## src/rtl/axi_conf_pkg.sv

```systemverilog
// AXI4 channel and bundle types used on both sides of the IO-PMP.
// Latency: n/a (types only).
// Backpressure: n/a.
package axi_conf;

    localparam int unsigned IdWidth   = 4;
    localparam int unsigned AddrWidth = 64;
    localparam int unsigned DataWidth = 64;
    localparam int unsigned UserWidth = 1;

    localparam logic [1:0] RESP_OKAY   = 2'b00;
    localparam logic [1:0] RESP_EXOKAY = 2'b01;
    localparam logic [1:0] RESP_SLVERR = 2'b10;
    localparam logic [1:0] RESP_DECERR = 2'b11;

    typedef struct packed {
        logic [IdWidth-1:0]   id;
        logic [AddrWidth-1:0] addr;
        logic [7:0]           len;
        logic [2:0]           size;
        logic [1:0]           burst;
        logic [UserWidth-1:0] user;
    } aw_chan_t;

    typedef struct packed {
        logic [IdWidth-1:0]   id;
        logic [AddrWidth-1:0] addr;
        logic [7:0]           len;
        logic [2:0]           size;
        logic [1:0]           burst;
        logic [UserWidth-1:0] user;
    } ar_chan_t;

    typedef struct packed {
        logic [DataWidth-1:0]   data;
        logic [DataWidth/8-1:0] strb;
        logic                   last;
        logic [UserWidth-1:0]   user;
    } w_chan_t;

    typedef struct packed {
        logic [IdWidth-1:0]   id;
        logic [1:0]           resp;
        logic [UserWidth-1:0] user;
    } b_chan_t;

    typedef struct packed {
        logic [IdWidth-1:0]   id;
        logic [DataWidth-1:0] data;
        logic [1:0]           resp;
        logic                 last;
        logic [UserWidth-1:0] user;
    } r_chan_t;

    typedef struct packed {
        aw_chan_t aw;
        logic     aw_valid;
        w_chan_t  w;
        logic     w_valid;
        logic     b_ready;
        ar_chan_t ar;
        logic     ar_valid;
        logic     r_ready;
    } req_t;

    typedef struct packed {
        logic    aw_ready;
        logic    ar_ready;
        logic    w_ready;
        logic    b_valid;
        b_chan_t b;
        logic    r_valid;
        r_chan_t r;
    } resp_t;

endpackage

```

## src/rtl/riscv_pkg.sv

```systemverilog
// RISC-V privilege and PMP configuration types shared by the PMP checker.
// Latency: n/a (types only).
// Backpressure: n/a.
package riscv;

    typedef enum logic [1:0] {
        PRIV_LVL_U = 2'b00,
        PRIV_LVL_S = 2'b01,
        PRIV_LVL_M = 2'b11
    } priv_lvl_t;

    typedef enum logic [2:0] {
        ACCESS_NONE  = 3'b000,
        ACCESS_READ  = 3'b001,
        ACCESS_WRITE = 3'b010,
        ACCESS_EXEC  = 3'b100
    } pmp_access_t;

    typedef enum logic [1:0] {
        OFF   = 2'b00,
        TOR   = 2'b01,
        NA4   = 2'b10,
        NAPOT = 2'b11
    } pmp_addr_mode_t;

    // Bit order matches pmp_access_t so the two can be ANDed directly.
    typedef struct packed {
        logic x;
        logic w;
        logic r;
    } pmpcfg_access_t;

    typedef struct packed {
        logic           locked;
        logic [1:0]     reserved;
        pmp_addr_mode_t addr_mode;
        pmpcfg_access_t access_type;
    } pmpcfg_t;

endpackage

```

## src/rtl/axi_io_pmp_pkg.sv

```systemverilog
// Shared IO-PMP definitions: write FSM states, rv64 widths, SLVERR B beat.
// Latency: n/a (types only).
// Backpressure: n/a.
package axi_io_pmp_pkg;

    localparam int unsigned PLEN_RV64    = 56;
    localparam int unsigned PMP_LEN_RV64 = 54;

    typedef enum logic [2:0] {
        IDLE,
        FWD_W,
        FWD_B,
        DRAIN_W,
        ERR_B
    } wr_state_e;

    // Locally generated error response; id is filled in from the latched AW.
    localparam axi_conf::b_chan_t B_SLVERR = '{
        id:   '0,
        resp: axi_conf::RESP_SLVERR,
        user: '0
    };

endpackage

```

## src/rtl/axi_io_pmp_wr_if.sv

```systemverilog
// AXI request/response bundle for one side of the IO-PMP.
// Latency: n/a (wires only).
// Backpressure: carried by the valid/ready fields inside the bundle.
interface axi_io_pmp_wr_if;
    axi_conf::req_t  req;
    axi_conf::resp_t resp;

    modport master (output req, input  resp);
    modport slave  (input  req, output resp);
endinterface

```

## src/rtl/axi_io_pmp_err_slv.sv

```systemverilog
// Error responder: swallows the W beats of a rejected burst, then returns SLVERR.
// Latency: SLVERR B valid the cycle after the final absorbed W beat.
// Backpressure: W always accepted while draining; B held until b_ready_i.
module axi_io_pmp_err_slv
    import axi_io_pmp_pkg::*;
(
    input  logic                          clk,
    input  logic                          rst,
    input  logic                          start_i,
    input  logic [axi_conf::IdWidth-1:0]  id_i,
    input  logic [7:0]                    len_i,
    input  logic                          w_valid_i,
    input  logic                          w_last_i,
    output logic                          w_ready_o,
    output logic                          b_valid_o,
    output axi_conf::b_chan_t             b_o,
    input  logic                          b_ready_i,
    output logic                          drain_done_o,
    output logic                          resp_done_o
);

    wr_state_e                      state_q;
    logic [7:0]                     cnt_q;
    logic [axi_conf::IdWidth-1:0]   id_q;
    logic                           w_ready_q;
    logic                           b_valid_q;
    logic                           w_hs;

    assign w_hs         = w_valid_i & w_ready_q;
    // Whichever of w.last or the beat count comes first ends the drain.
    assign drain_done_o = w_hs & (w_last_i | (cnt_q == 8'd0));
    assign resp_done_o  = b_valid_q & b_ready_i;
    assign w_ready_o    = w_ready_q;
    assign b_valid_o    = b_valid_q;

    // Response beat is the SLVERR template stamped with the captured id.
    always_comb begin
        b_o    = B_SLVERR;
        b_o.id = id_q;
    end

    // Drain/respond sequencer with registered ready/valid outputs.
    always_ff @(posedge clk) begin
        if (rst) begin
            state_q   <= IDLE;
            cnt_q     <= '0;
            id_q      <= '0;
            w_ready_q <= 1'b0;
            b_valid_q <= 1'b0;
        end else begin
            case (state_q)
                IDLE: begin
                    if (start_i) begin
                        id_q      <= id_i;
                        cnt_q     <= len_i;
                        w_ready_q <= 1'b1;
                        state_q   <= DRAIN_W;
                    end
                end
                DRAIN_W: begin
                    if (w_hs) begin
                        cnt_q <= cnt_q - 8'd1;
                    end
                    if (drain_done_o) begin
                        w_ready_q <= 1'b0;
                        b_valid_q <= 1'b1;
                        state_q   <= ERR_B;
                    end
                end
                ERR_B: begin
                    if (resp_done_o) begin
                        b_valid_q <= 1'b0;
                        state_q   <= IDLE;
                    end
                end
                default: begin
                    w_ready_q <= 1'b0;
                    b_valid_q <= 1'b0;
                    state_q   <= IDLE;
                end
            endcase
        end
    end

endmodule

```

## src/rtl/pmp.sv

```systemverilog
// Combinational PMP check: lowest-numbered matching entry decides access.
// Latency: 0 cycles.
// Backpressure: none.
module pmp #(
    parameter int unsigned PLEN       = 56,
    parameter int unsigned PMP_LEN    = 54,
    parameter int unsigned NR_ENTRIES = 16
) (
    input  logic [PLEN-1:0]                      addr_i,
    input  riscv::pmp_access_t                   access_type_i,
    input  riscv::priv_lvl_t                     priv_lvl_i,
    input  logic [NR_ENTRIES-1:0][PMP_LEN-1:0]   conf_addr_i,
    input  riscv::pmpcfg_t [NR_ENTRIES-1:0]      conf_i,
    output logic                                 allow_o
);

    localparam logic [PLEN-1:0] One = PLEN'(1);

    logic [PLEN-1:0] lo;
    logic [PLEN-1:0] hi;
    logic [PLEN-1:0] napot_base;
    logic [PLEN-1:0] napot_mask;
    logic            hit;
    logic            found;
    logic            sel_locked;
    logic [2:0]      sel_perm;

    // Walk entries in order; TOR uses the previous entry as its lower bound.
    always_comb begin
        lo         = '0;
        hi         = '0;
        napot_base = '0;
        napot_mask = '0;
        hit        = 1'b0;
        found      = 1'b0;
        sel_locked = 1'b0;
        sel_perm   = 3'b000;
        for (int i = 0; i < int'(NR_ENTRIES); i++) begin
            hi         = {conf_addr_i[i], 2'b00};
            napot_base = {conf_addr_i[i], 2'b11};
            // Trailing-ones run of the base (plus the next bit) is the region mask.
            napot_mask = napot_base ^ (napot_base + One);
            case (conf_i[i].addr_mode)
                riscv::TOR:   hit = (addr_i >= lo) && (addr_i < hi);
                riscv::NA4:   hit = (addr_i[PLEN-1:2] == conf_addr_i[i]);
                riscv::NAPOT: hit = ((addr_i ^ napot_base) & ~napot_mask) == '0;
                default:      hit = 1'b0;
            endcase
            if (hit && !found) begin
                found      = 1'b1;
                sel_locked = conf_i[i].locked;
                sel_perm   = conf_i[i].access_type;
            end
            lo = hi;
        end
        if (found) begin
            allow_o = ((priv_lvl_i == riscv::PRIV_LVL_M) && !sel_locked) ||
                      ((3'(access_type_i) & sel_perm) == 3'(access_type_i));
        end else begin
            allow_o = (priv_lvl_i == riscv::PRIV_LVL_M);
        end
    end

endmodule

```

## src/rtl/axi_io_pmp_wr.sv

```systemverilog
// IO-PMP write checker: forwards permitted AW bursts, answers denied ones with SLVERR.
// Latency: 0 cycles on the permitted path; SLVERR B one cycle after the last drained W.
// Backpressure: one write outstanding; W stalled until AW accepted; AR/R pass through.
// Optional AXI_IO_PMP_WR_FAULT_EN adds fault_irq_o / fault_addr_o / fault_clr_i.
module axi_io_pmp_wr
    import axi_io_pmp_pkg::*;
#(
    parameter int unsigned PLEN       = PLEN_RV64,
    parameter int unsigned PMP_LEN    = PMP_LEN_RV64,
    parameter int unsigned NR_ENTRIES = 16,
    parameter int unsigned CNT_WIDTH  = 32
) (
    input  logic                                clk,
    input  logic                                rst,
    axi_io_pmp_wr_if.slave                      slv,
    axi_io_pmp_wr_if.master                     mst,
    input  logic [NR_ENTRIES-1:0][PMP_LEN-1:0]  cfg_addr_i,
    input  riscv::pmpcfg_t [NR_ENTRIES-1:0]     cfg_i,
    output logic [CNT_WIDTH-1:0]                deny_cnt_o
`ifdef AXI_IO_PMP_WR_FAULT_EN
    ,
    input  logic                                fault_clr_i,
    output logic                                fault_irq_o,
    output logic [PLEN-1:0]                     fault_addr_o
`endif
);

    wr_state_e              state_q;
    logic [7:0]             cnt_q;
    logic [CNT_WIDTH-1:0]   deny_cnt_q;

    axi_conf::req_t         mst_req;
    axi_conf::resp_t        slv_resp;
    logic                   allow;
    logic                   aw_hs;
    logic                   w_hs;
    logic                   b_hs;
    logic                   deny_start;

    logic                   err_w_ready;
    logic                   err_b_valid;
    axi_conf::b_chan_t      err_b;
    logic                   err_drain_done;
    logic                   err_resp_done;

    pmp #(
        .PLEN       (PLEN),
        .PMP_LEN    (PMP_LEN),
        .NR_ENTRIES (NR_ENTRIES)
    ) i_pmp (
        .addr_i        (slv.req.aw.addr[PLEN-1:0]),
        .access_type_i (riscv::ACCESS_WRITE),
        .priv_lvl_i    (riscv::PRIV_LVL_S),
        .conf_addr_i   (cfg_addr_i),
        .conf_i        (cfg_i),
        .allow_o       (allow)
    );

    axi_io_pmp_err_slv i_err_slv (
        .clk          (clk),
        .rst          (rst),
        .start_i      (deny_start),
        .id_i         (slv.req.aw.id),
        .len_i        (slv.req.aw.len),
        .w_valid_i    (slv.req.w_valid),
        .w_last_i     (slv.req.w.last),
        .w_ready_o    (err_w_ready),
        .b_valid_o    (err_b_valid),
        .b_o          (err_b),
        .b_ready_i    (slv.req.b_ready),
        .drain_done_o (err_drain_done),
        .resp_done_o  (err_resp_done)
    );

    // Everything passes through by default; only the write handshakes are gated per state.
    always_comb begin
        mst_req          = slv.req;
        slv_resp         = mst.resp;
        mst_req.aw_valid = 1'b0;
        mst_req.w_valid  = 1'b0;
        mst_req.b_ready  = 1'b0;
        slv_resp.aw_ready = 1'b0;
        slv_resp.w_ready  = 1'b0;
        slv_resp.b_valid  = 1'b0;
        case (state_q)
            IDLE: begin
                mst_req.aw_valid  = slv.req.aw_valid & allow;
                // A denied AW is taken locally so the device is never stuck on it.
                slv_resp.aw_ready = allow ? mst.resp.aw_ready : 1'b1;
            end
            FWD_W: begin
                mst_req.w_valid  = slv.req.w_valid;
                slv_resp.w_ready = mst.resp.w_ready;
            end
            FWD_B: begin
                slv_resp.b_valid = mst.resp.b_valid;
                mst_req.b_ready  = slv.req.b_ready;
            end
            DRAIN_W: begin
                slv_resp.w_ready = err_w_ready;
            end
            ERR_B: begin
                slv_resp.b_valid = err_b_valid;
                slv_resp.b       = err_b;
            end
            default: begin
                slv_resp.b_valid = 1'b0;
            end
        endcase
    end

    assign mst.req  = mst_req;
    assign slv.resp = slv_resp;

    assign aw_hs      = slv.req.aw_valid & slv_resp.aw_ready;
    assign w_hs       = slv.req.w_valid & slv_resp.w_ready;
    assign b_hs       = mst.resp.b_valid & mst_req.b_ready;
    assign deny_start = (state_q == IDLE) & aw_hs & ~allow;
    assign deny_cnt_o = deny_cnt_q;

    // Main write FSM plus the saturating denied-burst counter.
    always_ff @(posedge clk) begin
        if (rst) begin
            state_q    <= IDLE;
            cnt_q      <= '0;
            deny_cnt_q <= '0;
        end else begin
            if (deny_start && (deny_cnt_q != '1)) begin
                deny_cnt_q <= deny_cnt_q + CNT_WIDTH'(1);
            end
            case (state_q)
                IDLE: begin
                    if (aw_hs) begin
                        cnt_q   <= slv.req.aw.len;
                        state_q <= allow ? FWD_W : DRAIN_W;
                    end
                end
                FWD_W: begin
                    if (w_hs) begin
                        cnt_q <= cnt_q - 8'd1;
                        if (slv.req.w.last || (cnt_q == 8'd0)) begin
                            state_q <= FWD_B;
                        end
                    end
                end
                FWD_B: begin
                    if (b_hs) begin
                        state_q <= IDLE;
                    end
                end
                DRAIN_W: begin
                    if (err_drain_done) begin
                        state_q <= ERR_B;
                    end
                end
                ERR_B: begin
                    if (err_resp_done) begin
                        state_q <= IDLE;
                    end
                end
                default: state_q <= IDLE;
            endcase
        end
    end

`ifdef AXI_IO_PMP_WR_FAULT_EN
    logic            fault_irq_q;
    logic            fault_held_q;
    logic [PLEN-1:0] fault_addr_q;

    // First denied address is sticky until software clears it; clearing also zeroes it.
    always_ff @(posedge clk) begin
        if (rst) begin
            fault_irq_q  <= 1'b0;
            fault_held_q <= 1'b0;
            fault_addr_q <= '0;
        end else begin
            fault_irq_q <= deny_start;
            if (fault_clr_i) begin
                fault_held_q <= 1'b0;
                fault_addr_q <= '0;
            end
            if (deny_start && (!fault_held_q || fault_clr_i)) begin
                fault_held_q <= 1'b1;
                fault_addr_q <= slv.req.aw.addr[PLEN-1:0];
            end
        end
    end

    assign fault_irq_o  = fault_irq_q;
    assign fault_addr_o = fault_addr_q;
`endif

endmodule
```

## src/flat_wrapper.sv

```systemverilog
// flat-port wrapper written by rule: the top's interface ports become plain ports
module axi_io_pmp_wr_flat import axi_io_pmp_pkg::*;
#(
    parameter int unsigned PLEN       = PLEN_RV64,
    parameter int unsigned PMP_LEN    = PMP_LEN_RV64,
    parameter int unsigned NR_ENTRIES = 16,
    parameter int unsigned CNT_WIDTH  = 32
)
  (clk, rst, cfg_addr_i, cfg_i, deny_cnt_o, slv_req, slv_resp, mst_req, mst_resp);
  axi_io_pmp_wr_if slv_i ();
  axi_io_pmp_wr_if mst_i ();
  input  logic clk;
  input  logic rst;
  input  logic [NR_ENTRIES-1:0][PMP_LEN-1:0] cfg_addr_i;
  input  riscv::pmpcfg_t [NR_ENTRIES-1:0] cfg_i;
  output logic [CNT_WIDTH-1:0] deny_cnt_o;
  input wire logic [$bits(slv_i.req)-1:0] slv_req;
  output wire logic [$bits(slv_i.resp)-1:0] slv_resp;
  output wire logic [$bits(mst_i.req)-1:0] mst_req;
  input wire logic [$bits(mst_i.resp)-1:0] mst_resp;
  assign slv_i.req = slv_req;
  assign slv_resp = slv_i.resp;
  assign mst_req = mst_i.req;
  assign mst_i.resp = mst_resp;
  axi_io_pmp_wr #(.PLEN(PLEN), .PMP_LEN(PMP_LEN), .NR_ENTRIES(NR_ENTRIES), .CNT_WIDTH(CNT_WIDTH)) u_core (.clk(clk), .rst(rst), .slv(slv_i), .mst(mst_i), .cfg_addr_i(cfg_addr_i), .cfg_i(cfg_i), .deny_cnt_o(deny_cnt_o));
endmodule
```

## config.mk

```make
export PLATFORM = sky130hd
export DESIGN_NAME = axi_io_pmp_wr_flat
export DESIGN_NICKNAME = d
export VERILOG_FILES = /design/src/rtl/axi_conf_pkg.sv /design/src/rtl/riscv_pkg.sv /design/src/rtl/axi_io_pmp_pkg.sv /design/src/rtl/axi_io_pmp_wr_if.sv /design/src/rtl/axi_io_pmp_err_slv.sv /design/src/rtl/pmp.sv /design/src/rtl/axi_io_pmp_wr.sv /design/src/flat_wrapper.sv
export SDC_FILE = /design/constraint.sdc
export NUM_CORES = 2
export LEC_CHECK = 0
export CAP_MARGIN = 15
export CORE_AREA = 5 5 650 652
export DETAILED_ROUTE_END_ITERATION = 12
export DIE_AREA = 0 0 655 657
export GPL_ROUTABILITY_DRIVEN = 1
export PLACE_DENSITY = 0.3
export SKIP_LAST_GASP = 1
export SLEW_MARGIN = 20
export SYNTH_ARGS = -nofsm -noshare
export SYNTH_HDL_FRONTEND = slang
export SYNTH_SLANG_ARGS = --single-unit
```

## constraint.sdc

```tcl
create_clock -name clk -period 8.8 [get_ports clk]
set_input_delay 0.88 -clock clk [delete_from_list [all_inputs] [get_ports clk]]
set_output_delay 0.88 -clock clk [all_outputs]
set_load 0.05 [all_outputs]
```

Yosys cells after proc, flatten, opt, wreduce, memory -nomap -nowiden
Index checks and enable logic that the tools add are counted.
{"block": "totals", "register_bits": 60, "out_inout_bits": 359, "in_bits": 1321, "wordCells": 373}
{"block": "op_classes", "n_lt_le_gt_ge": 32, "n_reduce_logical": 77, "n_eq_ne": 81, "bitwise_logic": 77, "add_sub_neg": 19, "mux": 79}
{"cell": "56-bit bitwise XOR", "n": 32}
{"cell": "56-bit by 1-bit adder with 56-bit output, second input constant", "n": 16}
{"cell": "56-bit AND", "n": 16}
{"cell": "56-bit zero test", "n": 16}
{"cell": "56-bit less-than comparator", "n": 16}
{"cell": "56-bit NOT", "n": 16}
{"cell": "54-bit == test", "n": 16}
{"cell": "56-bit >= comparator", "n": 15}
{"cell": "2-bit == test, second input constant", "n": 32}
{"cell": "56-bit by 1-bit >= comparator with 1-bit output, second input constant", "n": 1}
{"cell": "1-bit case mux with 3 select lines", "n": 18}
{"cell": "2-bit 2-to-1 mux", "n": 17}
{"cell": "32-bit by 1-bit adder with 32-bit output, second input constant", "n": 1}
{"cell": "2-bit by 1-bit == test with 1-bit output, second input constant", "n": 16}
{"cell": "1-bit logical AND", "n": 32}
{"cell": "8-bit 2-to-1 mux", "n": 4}
{"cell": "32-bit != test, second input constant", "n": 1}
{"cell": "8-bit case mux with 2 select lines", "n": 2}
{"cell": "1-bit 2-to-1 mux", "n": 26}
{"cell": "3-bit 2-to-1 mux", "n": 7}
{"cell": "2-bit by 1-bit != test with 1-bit output, second input constant", "n": 9}
{"cell": "8-bit zero test", "n": 2}
{"cell": "8-bit by 1-bit subtractor with 8-bit output, second input constant", "n": 2}
{"cell": "1-bit zero test", "n": 15}
{"cell": "other kinds (17)", "n": 37}

Logic depth before layout (Yosys ltp)
{"block": "depth", "ltp_word": 60, "mapped_depth": 20, "depth_no_buf": 16}

Hierarchy
A second synthesis with hierarchy kept.
{"block": "unflattened", "hier_cells": 6114, "hier_area_um2": 41777.6}
{"module": "pmp", "n_inst": 1, "area_each_um2": 36054.6, "cells_per_inst": 5372}
{"module": "axi_io_pmp_wr", "n_inst": 1, "area_each_um2": 4810.9, "cells_per_inst": 627}
{"module": "axi_io_pmp_err_slv", "n_inst": 1, "area_each_um2": 912.1, "cells_per_inst": 115}

Worst setup path after synthesis
OpenSTA, ideal clock, no wires.
{"block": "synth_path", "kind": "input to output", "from": "in cfg_addr_i[15] (netlist bit)", "to": "out slv_resp[83]", "required_time_ps": 7920, "n_path_buf": 0, "arrival_time_ps": 5842, "stages": 16, "setup_slack_ps": 2078, "cell_sequence": "inv_1 -> ha_1 -> and3_1 -> a221o_1 -> a221o_1 -> a221oi_1 -> o2111ai_1 -> o311ai_1 -> mux2i_1 -> or2_1 -> or3_1 -> a2111o_1 -> and3_1 -> nor3_1 -> nor2_1 -> nor4_1"}
{"block": "synth_between", "elab_chain_cells": 55, "elab_cells_between_ends": 78, "cone_classes": "add/sub (1); order compare (2); eq/ne (1); mux (37); bitwise (4); reduce/logical (33)"}
{"element": "start, declared", "line": "flat_wrapper.sv:14", "rtl": "input logic [NR_ENTRIES-1:0][PMP_LEN-1:0] cfg_addr_i;"}
{"element": "56-bit by 1-bit adder with 56-bit output", "line": "pmp.sv:42", "rtl": "napot_mask = napot_base ^ (napot_base + One);"}
{"element": "56-bit bitwise XOR", "line": "pmp.sv:42"}
{"element": "56-bit NOT", "line": "pmp.sv:46", "rtl": "riscv::NAPOT: hit = ((addr_i ^ napot_base) & ~napot_mask) == '0;"}
{"element": "56-bit AND", "line": "pmp.sv:46"}
{"element": "56-bit zero test", "line": "pmp.sv:46"}
{"element": "1-bit case mux with 3 select lines", "line": "pmp.sv:43", "rtl": "case (conf_i[i].addr_mode)"}
{"element": "1-bit 2-to-1 mux", "line": "pmp.sv:49", "rtl": "if (hit && !found) begin"}
{"element": "1-bit zero test", "line": "pmp.sv:49"}
{"element": "(+39 left out)"}
{"element": "1-bit logical AND", "line": "pmp.sv:49"}
{"element": "1-bit 2-to-1 mux", "line": "pmp.sv:49"}
{"element": "1-bit zero test", "line": "pmp.sv:49"}
{"element": "1-bit logical AND", "line": "pmp.sv:49"}
{"element": "2-bit 2-to-1 mux or 1-bit 2-to-1 mux (tied branches)", "line": "pmp.sv:49"}
{"element": "1-bit 2-to-1 mux *", "line": "pmp.sv:56", "rtl": "if (found) begin"}
{"element": "1-bit 2-to-1 mux *", "line": "axi_io_pmp_wr.sv:89", "rtl": "slv_resp.aw_ready = allow ? mst.resp.aw_ready : 1'b1;"}
{"element": "1-bit 2-to-1 mux *", "line": "axi_io_pmp_wr.sv:85", "rtl": "case (state_q)"}
{"element": "end, declared", "line": "flat_wrapper.sv:18", "rtl": "output wire logic [$bits(slv_i.resp)-1:0] slv_resp;"}
Every way passes the cells marked *; elsewhere a longest branch is shown, timed or not.

Worst setup path in the final report
{"block": "layout_path", "from": "in cfg_addr_i[325] (netlist bit)", "to": "out slv_resp[83]"}
{"block": "layout_between", "elab_chain_cells": 38, "elab_cells_between_ends": 55, "cone_classes": "add/sub (1); order compare (2); eq/ne (1); mux (25); bitwise (4); reduce/logical (22)"}
{"element": "56-bit by 1-bit adder with 56-bit output", "line": "pmp.sv:42"}
{"element": "56-bit bitwise XOR", "line": "pmp.sv:42"}
{"element": "56-bit NOT", "line": "pmp.sv:46"}
{"element": "56-bit AND", "line": "pmp.sv:46"}
{"element": "56-bit zero test", "line": "pmp.sv:46"}
{"element": "1-bit case mux with 3 select lines", "line": "pmp.sv:43"}
{"element": "1-bit logical AND", "line": "pmp.sv:49"}
{"element": "1-bit 2-to-1 mux", "line": "pmp.sv:49"}
{"element": "(+22 left out)"}
{"element": "1-bit logical AND", "line": "pmp.sv:49"}
{"element": "1-bit 2-to-1 mux", "line": "pmp.sv:49"}
{"element": "1-bit zero test", "line": "pmp.sv:49"}
{"element": "1-bit logical AND", "line": "pmp.sv:49"}
{"element": "2-bit 2-to-1 mux or 1-bit 2-to-1 mux (tied branches)", "line": "pmp.sv:49"}
{"element": "1-bit 2-to-1 mux *", "line": "pmp.sv:56"}
{"element": "1-bit 2-to-1 mux *", "line": "axi_io_pmp_wr.sv:89"}
{"element": "1-bit 2-to-1 mux *", "line": "axi_io_pmp_wr.sv:85"}
Marked as above.

==> flow_results.org <==
** Placement
- Port buffer count :: 1109
- The placed instances occupy a cell area of 0.0580 mm^2.
- Once detailed placement completed, the half-perimeter wirelength came to 360000 um.
- After detailed placement, the design holds a cell count of 12418.
- Minimum setup slack after placement :: 0.313 ns
- Weighted congestion at the end of routability-driven global placement :: 0.907

** CTS
- Buffers added to address setup during post-CTS repair amount to 0.
- Largest buffer count on any clock path :: 2
- In this run, post-CTS hold repair placed 0 buffers.
- H-tree levels :: 3
- Latest clock arrival within the worst-skew pair :: 0.37 ns
- CTS-repair resized insts :: 0
- Clock slew at reported path FFs :: 0.06 ns
- CTS Sinks :: 59
- Clock tree from TritonCTS :: done
- Number of CTS-inserted buffers :: 9
- CTS Root Buffer Type :: sky130_fd_sc_hd__clkbuf_16

** Critical path
- Critical setup path kind :: in -> out
- Type of origin of the critical path :: input port
- Worst setup EP type :: output pin
- Data on the critical path is required at its endpoint by 7.92 ns.
- Highest net fanout along the worst path :: 6
- At the worst endpoint, the arrival time is 7.42 ns.

** Detailed routing
- Per-cell via count in the routed design :: 4.36
- After detailed routing, the average wire length per cell comes to 33.2 um.
- In the routed design, unresolved DRC markers number 0.
- For this run, the detailed router's first-pass iteration total came to 5.
- For this block, the routed nets add up to 415000 um of wire.
- Post-route antenna net violation count :: 0
- DRC marker count from the first detailed-route iteration :: 5094
- Summing over every cut layer, the via total after detailed routing is 54640.

** Timing
- The number of hold violations in the final report came to 0.
- Fmax :: 0.121 GHz
- Setup violations remaining at the end of the flow were counted as 0.
- Slew @ Worst Pin :: 1.11 ns
- Setup repair after global routing missed its margin :: no
- Number of pins with negative max-slew slack in the final report :: 0
- In this run the tightest slew margin relative to its limit is 0.251.
- The routed design could run at a clock period as short as 8.30 ns.
- Total Negative Setup Slacks :: 0 ns
- Final hold analysis gives a worst-case slack of 0.481 ns.
- Setup WS post-layout :: 0.503 ns
- In the finished design, the share of the clock period the worst path needs comes to 0.943.
- Across the routed clock network, the largest skew measured is 0.0120 ns.

** Power
- In this run the power spent charging and discharging nets is 2.28 mW.
- The design draws 4.06 mW.
- The share of total power dissipated in the clock network is 0.086.
- The share of total power dissipated in combinational logic is 0.828.
- The worst-case IR drop observed on VDD is 0.0782 mV.
- Of the total power, the share spent switching nets is 0.562.
- Leak Pwr :: 24.6 nW
- Cell internal power was estimated by the tool at 1.78 mW.
- Of the total power, registers draw 0.086.
- Power spread over the standard cell area amounts to 69.3 mW/mm^2.

** Hold path
- The tightest min-delay check is of the reg -> reg type.

** Logic synthesis
- Summing every instance area after synthesis gives 0.0411 mm^2.
- Of the synthesized area, sequential elements account for 0.0287.
- Counting every net in the synthesized netlist gives 8213.
- By area the synthesized netlist is led by sky130_fd_sc_hd__ha_1 (27%), sky130_fd_sc_hd__inv_1 (8.7%), sky130_fd_sc_hd__a21oi_1 (6.3%), sky130_fd_sc_hd__buf_4 (5.8%), sky130_fd_sc_hd__nand4_1 (4.5%).
- Distinct cells, synth :: 97
- Counting flops with a built-in enable in the synthesized netlist gives 0.
- The average instance in the mapped netlist occupies 6.85 um^2.
- Counting flops and latches in the post-synthesis netlist gives 59.
- Post-Synthesis Cells :: 6007
- sky130_fd_sc_hd__ha_1 takes more of the synthesized area than any other cell.
- Most used standard cells in the synthesized netlist :: sky130_fd_sc_hd__inv_1 (956), sky130_fd_sc_hd__ha_1 (885), sky130_fd_sc_hd__a21oi_1 (519), sky130_fd_sc_hd__buf_4 (316), sky130_fd_sc_hd__nor2_1 (313)
- In the post-synthesis netlist, the cell with the most instances is sky130_fd_sc_hd__inv_1.
- The share of synthesized area in the top cell type comes to 0.269.
- The Yosys step of the flow raised 0 warnings.
- Synth async-reset ratio :: 0
- Most frequently used flop master after synthesis :: sky130_fd_sc_hd__dfxtp_1

** GRT
- Across every metal layer, demand over resource in global routing totals 0.183.
- Pin count of the biggest net entering global routing :: 76
- After global routing the overflow that remains totals 0.
- Number of antenna violations at the first check in global routing :: 230
- The number of global-route vias before repair was 53435.
- First-pass GRT wire length :: 531000 um

** Die
- The die is 655 um wide.
- I/O pin count :: 1680
- Measured along the y axis, the die boundary spans 657 um.
- Site row count :: 237
- The initial utilization of the core area, before any placement, comes to 0.0989.
- Die area :: 0.430 mm^2
- The core region is 0.416 mm^2.

** Run status
- Run status :: complete, no violations

** Layout
- Utilization after layout :: 0.141
- Excluding fillers, the count of instances in the completed layout stands at 12519.
- Summing all non-filler instances in the final layout gives an area of 0.0585 mm^2.
- The filler cells instantiated in the layout total 48081.
- Nets :: 9138
- Compared with the post-synthesis result, the final layout area differs by 42.3%.
- Of the cells placed in the final design, the portion with a size suffix greater than 1 is 0.0522.

** Job
- The tool flagged a number of max-cap violations equal to 0.
cell type report:
class                   count  area (um^2)  share of cell area
multi-input cells        4614        33800               0.578
diodes                     85          213             0.00363
inverters                 956         3590              0.0613
clock inverters             7         53.8            0.000919
flip-flops and latches     59         1180              0.0202
clock buffers               9          225             0.00385
well taps                5497         6880               0.117
repair buffers           1292        12600               0.215
registers in the layout, indices dropped and copies added, names as in the netlist:
name                        cells
u_core.deny_cnt_o              32
u_core.cnt_q                    8
u_core.i_err_slv.cnt_q          8
u_core.i_err_slv.id_q           4
u_core.state_q                  3
u_core.i_err_slv.state_q        2
u_core.i_err_slv.b_valid_o      1
u_core.i_err_slv.w_ready_o      1
final timing paths:
kind                        start                    end  slack (ns)  cells past startpoint
max               cfg_addr_i[325]           slv_resp[83]        0.50                     19
min               u_core.cnt_q[7]        u_core.cnt_q[7]        0.48                      2
max reg2reg  u_core.deny_cnt_o[6]  u_core.deny_cnt_o[21]        4.54                     14
min reg2reg       u_core.cnt_q[7]        u_core.cnt_q[7]        0.48                      2
per-layer routing:
metal  share of wire  track usage  up-vias
met2            0.50        0.328     2601
met4           0.042       0.0623       96
li1                -            -    24545
met5          0.0019      0.00280        -
met1            0.40        0.215    26734
met3           0.065       0.0340      664
cells by family after synthesis:
kind of cell,Yosys count,synth area share
AOI/OAI and AO/OA,1617,0.260
xor gates and xnor gates,15,0.00319
adders and majority gates,885,0.269
buffers and inverters,1334,0.151
DFF,59,0.0287
muxes,31,0.00821
and+or+nand+nor,2066,0.279
layout by cell type, fill, tap and decap left out, types with 17 or more instances in the layout:
cell type                            n
sky130_fd_sc_hd__nor4_2             18
sky130_fd_sc_hd__nand4_1           298
sky130_fd_sc_hd__a31o_2             27
sky130_fd_sc_hd__nand3_1           201
sky130_fd_sc_hd__or3_1              38
sky130_fd_sc_hd__dfxtp_1            59
sky130_fd_sc_hd__o21bai_1           25
sky130_fd_sc_hd__a31oi_1           245
sky130_fd_sc_hd__diode_2            85
sky130_fd_sc_hd__a221oi_1           21
sky130_fd_sc_hd__nor2_1            312
sky130_fd_sc_hd__and2_1             49
sky130_fd_sc_hd__clkdlybuf4s50_1  1053
sky130_fd_sc_hd__a21oi_1           519
sky130_fd_sc_hd__and4_1            113
sky130_fd_sc_hd__or4_1              64
sky130_fd_sc_hd__nand2b_1           28
sky130_fd_sc_hd__nor2b_1            42
sky130_fd_sc_hd__mux2_1             17
sky130_fd_sc_hd__a22oi_1            29
sky130_fd_sc_hd__and3_1            130
sky130_fd_sc_hd__buf_4             219
sky130_fd_sc_hd__inv_1             955
sky130_fd_sc_hd__o22ai_1            40
sky130_fd_sc_hd__o21ai_0           156
sky130_fd_sc_hd__o211ai_1           37
sky130_fd_sc_hd__a211oi_1           43
sky130_fd_sc_hd__nor4_1            207
sky130_fd_sc_hd__nor3_1            191
sky130_fd_sc_hd__ha_1              885
sky130_fd_sc_hd__a2111oi_0          20
sky130_fd_sc_hd__nand2_1           299
sky130_fd_sc_hd__a21o_1            125
sky130_fd_sc_hd__o2111ai_1          29
sky130_fd_sc_hd__buf_12             18
sky130_fd_sc_hd__o31ai_1            18
sky130_fd_sc_hd__a41oi_1           103
worst max-delay path: stages:
cell and delay [ns]:
sky130_fd_sc_hd__clkdlybuf4s50_1 0.67, sky130_fd_sc_hd__ha_1 0.27, sky130_fd_sc_hd__nand4_1 0.23, sky130_fd_sc_hd__or4_1 0.59, sky130_fd_sc_hd__nor4_1 0.68, sky130_fd_sc_hd__a31oi_1 0.16, sky130_fd_sc_hd__or3_1 0.33, sky130_fd_sc_hd__nor4_1 0.28
sky130_fd_sc_hd__a32oi_1 0.18, sky130_fd_sc_hd__o22ai_1 0.61, sky130_fd_sc_hd__buf_4 0.28, sky130_fd_sc_hd__nor3_1 0.06, sky130_fd_sc_hd__a2111o_1 0.44, sky130_fd_sc_hd__and3_1 0.33, sky130_fd_sc_hd__nor3_2 0.44, sky130_fd_sc_hd__nor2_1 0.08
sky130_fd_sc_hd__nor4_1 0.51, sky130_fd_sc_hd__buf_4 0.24, sky130_fd_sc_hd__buf_12 0.13
power by group through the flow:
stage               Sequential, mW  Clock (mW)  Combinational (mW)
finish                       0.348       0.351                3.36
global route                 0.354       0.370                3.63
detailed placement           0.353           0                3.37
floorplan                    0.338           0                1.85
CTS                          0.347       0.362                3.39
global placement             0.351           0                3.39
No activity file was read; power rests on OpenSTA's default activity.
